## src/rtl/switch_scheduler.sv

```systemverilog
// Round-robin packet scheduler between NPORTS input packet RAMs and NPORTS output RAMs.
// Whole packets are routed by header destination, one word per input per issue slot.
module switch_scheduler #(
  parameter int NPORTS = 3,
  parameter int DATA_W = 32,
  parameter int ADDR_W = 12,
  parameter int PERIOD = 3
) (
  input  logic                             clk,
  input  logic                             reset_n,
  input  logic                             enable,
  input  logic [NPORTS*DATA_W-1:0]         in_data,
  input  logic [NPORTS*ADDR_W-1:0]         in_wr_addr,
  output logic [NPORTS*ADDR_W-1:0]         in_rd_addr,
  output logic [NPORTS-1:0]                in_rden,
  output logic [NPORTS*DATA_W-1:0]         out_data,
  output logic [NPORTS-1:0]                out_wr,
  output logic [NPORTS-1:0]                out_busy,
  output logic [15:0]                      drop_count,
  output logic [2*NPORTS-1:0]              in_state,
  output logic [NPORTS*$clog2(NPORTS)-1:0] rr_ptr
);

  localparam int DW = $clog2(NPORTS);
  localparam int SW = $clog2(PERIOD);
  localparam logic [SW-1:0] SLOT_LAST = SW'(PERIOD - 1);
  localparam logic [DW:0]   NP_W      = (DW+1)'(NPORTS);

  // in_state exposes one 2-bit code per input: 0 idle, 1 forwarding, 2 draining.
  typedef enum logic [1:0] {ST_IDLE = 2'd0, ST_FWD = 2'd1, ST_DROP = 2'd2} in_st_t;

  logic [SW-1:0]     slot_q;
  logic              rden_q;
  logic              issue;
  in_st_t            st_q   [NPORTS];
  in_st_t            st_d   [NPORTS];
  logic [ADDR_W-1:0] rd_q   [NPORTS];
  logic [ADDR_W-1:0] rd_d   [NPORTS];
  logic [DATA_W-1:0] od_q   [NPORTS];
  logic [DATA_W-1:0] od_d   [NPORTS];
  logic [DW-1:0]     own_q  [NPORTS];
  logic [DW-1:0]     own_d  [NPORTS];
  logic [DW-1:0]     rr_q   [NPORTS];
  logic [DW-1:0]     rr_d   [NPORTS];
  logic [DATA_W-1:0] head   [NPORTS];
  logic [DW-1:0]     head_dst [NPORTS];
  logic [NPORTS-1:0] nonempty, valid_dst, cand, granted;
  logic [NPORTS-1:0] busy_q, busy_d, wr_q, wr_d;
  logic [15:0]       drop_q, drop_d;
  logic              found;
  logic [DW-1:0]     idx, gidx, oi;

  // RAM contract: in_data slice i must reflect in_rd_addr slice i by the next issue;
  // an input is non-empty whenever its read and write pointers differ (wrap-safe).
  assign issue = enable && (slot_q == SLOT_LAST);

  for (genvar g = 0; g < NPORTS; g++) begin : g_port
    assign head[g]      = in_data[g*DATA_W +: DATA_W];
    assign head_dst[g]  = head[g][DW-1:0];
    assign nonempty[g]  = rd_q[g] != in_wr_addr[g*ADDR_W +: ADDR_W];
    assign valid_dst[g] = {1'b0, head_dst[g]} < NP_W;
    assign cand[g]      = (st_q[g] == ST_IDLE) && nonempty[g] && (head[g] != '0) && valid_dst[g];
    assign in_rd_addr[g*ADDR_W +: ADDR_W] = rd_q[g];
    assign out_data[g*DATA_W +: DATA_W]   = od_q[g];
    assign in_state[2*g +: 2]             = st_q[g];
    assign rr_ptr[g*DW +: DW]             = rr_q[g];
  end

  assign in_rden    = {NPORTS{rden_q}};
  assign out_wr     = wr_q;
  assign out_busy   = busy_q;
  assign drop_count = drop_q;

  always_comb begin
    st_d    = st_q;
    rd_d    = rd_q;
    od_d    = od_q;
    own_d   = own_q;
    rr_d    = rr_q;
    busy_d  = busy_q;
    drop_d  = drop_q;
    wr_d    = '0;
    granted = '0;
    found   = 1'b0;
    idx     = '0;
    gidx    = '0;
    oi      = '0;
    if (issue) begin
      // Unlocked outputs arbitrate; locked ones pull the next word from their owner.
      for (int o = 0; o < NPORTS; o++) begin
        if (!busy_q[o]) begin
          found = 1'b0;
          gidx  = '0;
          for (int k = 0; k < NPORTS; k++) begin
            idx = DW'((int'(rr_q[o]) + k) % NPORTS);
            if (!found && cand[idx] && (head_dst[idx] == DW'(o))) begin
              found = 1'b1;
              gidx  = idx;
            end
          end
          if (found) begin
            granted[gidx] = 1'b1;
            st_d[gidx]    = ST_FWD;
            rd_d[gidx]    = rd_q[gidx] + ADDR_W'(1);
            busy_d[o]     = 1'b1;
            own_d[o]      = gidx;
            rr_d[o]       = DW'((int'(gidx) + 1) % NPORTS);
            od_d[o]       = head[gidx];
            wr_d[o]       = 1'b1;
          end
        end else begin
          oi = own_q[o];
          if (nonempty[oi]) begin
            od_d[o]  = head[oi];
            wr_d[o]  = 1'b1;
            rd_d[oi] = rd_q[oi] + ADDR_W'(1);
            if (head[oi] == '0) begin
              busy_d[o] = 1'b0;
              st_d[oi]  = ST_IDLE;
            end
          end
        end
      end
      for (int i = 0; i < NPORTS; i++) begin
        if (nonempty[i] && !granted[i]) begin
          case (st_q[i])
            ST_IDLE: begin
              if (head[i] == '0) begin
                rd_d[i] = rd_q[i] + ADDR_W'(1);
              end else if (!valid_dst[i]) begin
                rd_d[i] = rd_q[i] + ADDR_W'(1);
                st_d[i] = ST_DROP;
                if (drop_d != 16'hFFFF) drop_d = drop_d + 16'd1;
              end
            end
            ST_DROP: begin
              rd_d[i] = rd_q[i] + ADDR_W'(1);
              if (head[i] == '0) st_d[i] = ST_IDLE;
            end
            default: ;
          endcase
        end
      end
    end
  end

  always_ff @(posedge clk or negedge reset_n) begin
    if (!reset_n) begin
      slot_q <= '0;
      rden_q <= 1'b0;
      busy_q <= '0;
      wr_q   <= '0;
      drop_q <= '0;
      for (int i = 0; i < NPORTS; i++) begin
        st_q[i]  <= ST_IDLE;
        rd_q[i]  <= '0;
        od_q[i]  <= '0;
        own_q[i] <= '0;
        rr_q[i]  <= '0;
      end
    end else begin
      rden_q <= 1'b1;
      if (enable) slot_q <= (slot_q == SLOT_LAST) ? '0 : slot_q + SW'(1);
      busy_q <= busy_d;
      wr_q   <= wr_d;
      drop_q <= drop_d;
      for (int i = 0; i < NPORTS; i++) begin
        st_q[i]  <= st_d[i];
        rd_q[i]  <= rd_d[i];
        od_q[i]  <= od_d[i];
        own_q[i] <= own_d[i];
        rr_q[i]  <= rr_d[i];
      end
    end
  end

endmodule

```

## config.mk

```make
export PLATFORM = sky130hd
export DESIGN_NAME = switch_scheduler
export DESIGN_NICKNAME = d
export VERILOG_FILES = /design/src/rtl/switch_scheduler.sv
export SDC_FILE = /design/constraint.sdc
export NUM_CORES = 1
export LEC_CHECK = 0
export CELL_PAD_IN_SITES_DETAIL_PLACEMENT = 0
export CELL_PAD_IN_SITES_GLOBAL_PLACEMENT = 2
export CORE_ASPECT_RATIO = 1.2
export CORE_MARGIN = 4
export CORE_UTILIZATION = 28
export CTS_CLUSTER_DIAMETER = 60
export CTS_CLUSTER_SIZE = 12
export DETAILED_ROUTE_END_ITERATION = 8
export GPL_ROUTABILITY_DRIVEN = 0
export HOLD_SLACK_MARGIN = 0.06
export PLACE_DENSITY = 0.74
export SETUP_SLACK_MARGIN = 0.4
export SLEW_MARGIN = 5
export SYNTH_ARGS = -nofsm -noshare
export SYNTH_HDL_FRONTEND = slang
export SYNTH_SLANG_ARGS = --single-unit
```

## constraint.sdc

```tcl
create_clock -name clk -period 7.55 [get_ports clk]
set_clock_uncertainty 0.2 [all_clocks]
set_input_delay 1.51 -clock clk [delete_from_list [all_inputs] [get_ports clk]]
set_output_delay 1.51 -clock clk [all_outputs]
set_load 0.02 [all_outputs]
```

==> metrics.txt <==
Critical Path AT=7.49 ns; Final Hold Fails=0; Cells after Synth=3063; Die W=258.6 µm; Startpoint Class=input pin; Total GRT Usage=31.56%; net count after synthesis=3231; first drt pass iteration count=9; Reg clk slew, reported paths=0.08 ns; CP peak stage delay=0.39 ns; CTS Buf Count=17; core area=74870 µm²; max_cap viols=0; Worst Hold Class=reg -> reg; fmax=137.1 MHz; Initial Util=28.19%; area of the mapped netlist=21110 µm²; final core utilization=39.95%; GRT overflow=0; detailed router's first-iteration violation count=3034; Die Ht=308.8 µm; via count=28345; # setup viols final=0; fraction of layout cells with a size suffix above 1=20.82%; synth warn=0; Clock Latency Late Sink=0.53 ns; delay-heaviest family, CP=compound AO/OA/AOI/OAI gates; fin cells=4680; post-synth top area cell=dfrtp_1; count of cell types in the netlist=96; Seq/Total Area, Yosys=20.75%; vias in the first global route=27434; WP buf/inv=12; Post-synth top flop=dfrtp_1; Pleak=11.74 nW; Cell Pwr Density=425.7 nW/µm²; Max-slew headroom=12.48%; syn_area_per_cell=6.892 µm²; CP Data Required Time=7.74 ns; Peak VDD IR=0.0003891 V; Crit Path Max Fanout=5; FP Rows=110; number of flops mapped to enable cells by yosys=0; dpl hpwl=98920 µm; Seq cells post-synth=175; largest cells by area after synthesis=dfrtp_1 21%, mux2i_1 9.4%, nand2_1 8.4%; drt drc=0; Async SR Flop Fraction=100.0%; WL per Instance=28.20 µm; CTS max path bufs=2; Worst path most repeated cell=buf_6; first-pass GRT wire length=187900 µm; max-slew violations=0; Tot Pwr=12.73 mW; Clk Tree Root Cell=clkbuf_16; crit share post-route=96.61%; Die Area=79860 µm²; largest net degree at the start of global routing=78; top-level I/O count=304; final antenna-violating net count=0; RSZ-0062 raised after global routing=yes; measured slew at the worst slew-check pin=1.307 ns; buffers added on ports=303; cell count after placement=4570; CP endpoint kind=flop; Worst path slowest cell=a311oi_4; WS Path Type=in -> reg; WL final=132000 µm; # fillers=7745; Yosys top cell area share=20.75%; clock sinks=175; initial antenna violation count=1; Layout area overhead=41.70%; vias per cell=6.057; CTS Hold Buffers Added=0; crit path time final=7.294 ns; Total Nets Final=3825; status=finished, final reports clean; CTS H-tree depth=4; CTS tree=built
-- power breakdown --
group	internal (mW)	leakage (nW)	switching [mW]
clock	0.511	0.312	0.522
combinational	3.63	9.36	6.30
sequential	1.35	2.07	0.424
total	5.49	11.7	7.24
-- path summary, 6_finish.rpt --
check	start	endpoint	slack, ns	depth (start not counted)
min	out_data[65]$_DFFE_PN0P_	out_data[65]$_DFFE_PN0P_	0.32	1
max reg2reg	in_state[1]$_DFFE_PN0P_	drop_count[9]$_DFFE_PN0P_	1.05	34
max in group asynchronous	reset_n	out_busy[0]$_DFFE_PN0P_	5.03	2
min reg2reg	out_data[65]$_DFFE_PN0P_	out_data[65]$_DFFE_PN0P_	0.32	1
max	in_data[49]	drop_count[9]$_DFFE_PN0P_	0.26	37
min in group asynchronous	reset_n	drop_count[14]$_DFFE_PN0P_	0.71	1
-- stage by stage --
step | hold WS [ns] | setup TNS, ns | setup slack [ns] | instance area [µm²]
floorplan | 0.2838 | -4.195 | -0.4865 | 21400
global placement | 0.3068 | -11.82 | -0.7183 | 28080
detailed placement | 0.3039 | -15.58 | -0.9449 | 28080
CTS | 0.3235 | 0 | 0.4012 | 29390
global route | 0.3376 | -0.02669 | -0.02669 | 29910
finish | 0.3160 | 0 | 0.2562 | 29910
-- cell usage in the layout (no fill, tap or decap), types with 50 or more instances in the layout --
master | netlist | layout
a21oi_1 | 300 | 297
a311oi_1 | 69 | 64
nand3_1 | 93 | 89
dfrtp_1 | 175 | 169
nand2_1 | 475 | 474
nor2_1 | 331 | 324
clkdlybuf4s50_1 | 0 | 214
buf_4 | 6 | 484
mux2i_1 | 198 | 197
o21ai_0 | 255 | 253
a211oi_1 | 59 | 54
xnor2_1 | 90 | 83
a31oi_1 | 53 | 50
-- per-layer routing --
layer | part of all wire, % | global-route usage (%) | vias up
met3 | 8.4 | 6.059 | 485
met4 | 9.2 | 24.68 | 0
met2 | 46 | 52.18 | 1899
met1 | 36 | 35.86 | 13522
li1 | - | - | 12439
met5 | 0 | 0 | -
-- synthesized netlist by cell type, types with 8 or more instances --
master / number
o211ai_1: 17
ha_1: 33
xnor2_1: 90
and3_1: 37
a21oi_1: 300
a311oi_1: 69
nor2_1: 331
a31o_2: 8
a22oi_1: 15
buf_1: 31
nand3_1: 93
nand2_1: 475
or3_1: 15
nor2b_1: 16
o21ai_1: 21
inv_1: 49
a221o_1: 8
o22ai_1: 27
nor4_1: 68
or2_2: 15
nor3_1: 48
o31ai_1: 14
and2_1: 17
a221oi_1: 18
nand2b_1: 18
a211oi_1: 59
xor2_1: 31
mux2_2: 17
dfrtp_1: 175
a31oi_1: 53
o21ai_0: 255
o221ai_1: 14
clkbuf_1: 202
o21a_1: 11
nand4_1: 48
nor3b_1: 11
mux2i_1: 198
-- timing repair --
action / in CTS / in global routing
setup endpoints to repair: 23 / 20
cloned: 0 / 2
resized for setup: 173 / 99
setup buffers: 45 / 29
pin swaps: 69 / 74
-- cell families (layout without fill, tap and decap cells) --
| kind of cell | after synthesis | in the layout | synth area share (%) |
|---|---|---|---|
| flops | 175 | 175 | 20.75 |
| simple gates | 1233 | 1233 | 26.96 |
| other cells | 1 | 3 | 0.01776 |
| buf+inv | 306 | 913 | 5.732 |
| xor+xnor | 122 | 122 | 5.098 |
| fa+ha+maj | 33 | 33 | 1.956 |
| compound gates | 978 | 978 | 29.19 |
| mux | 215 | 215 | 10.30 |
-- registers in the layout, indices dropped and copies added (netlist names) --
name,count
out_data,96
in_rd_addr,36
drop_count,16
in_state,6
own_q,6
rr_ptr,6
out_busy,3
out_wr,3
slot_q,2
rden_q,1
-- cell type report --
class                           instances  area, µm²  share of cell area [%]
Multi-Input combinational cell       2582      16290                   54.45
Timing Repair Buffer                  825       7111                   23.77
Sequential cell                       175       4387                   14.67
Tap cell                             1008       1261                   4.217
Clock buffer                           17      425.4                   1.422
Clock inverter                         15      219.0                  0.7320
Inverter                               56      216.5                  0.7237
Antenna cell                            2      5.005                 0.01673
Power figures use the tool's default switching activity.
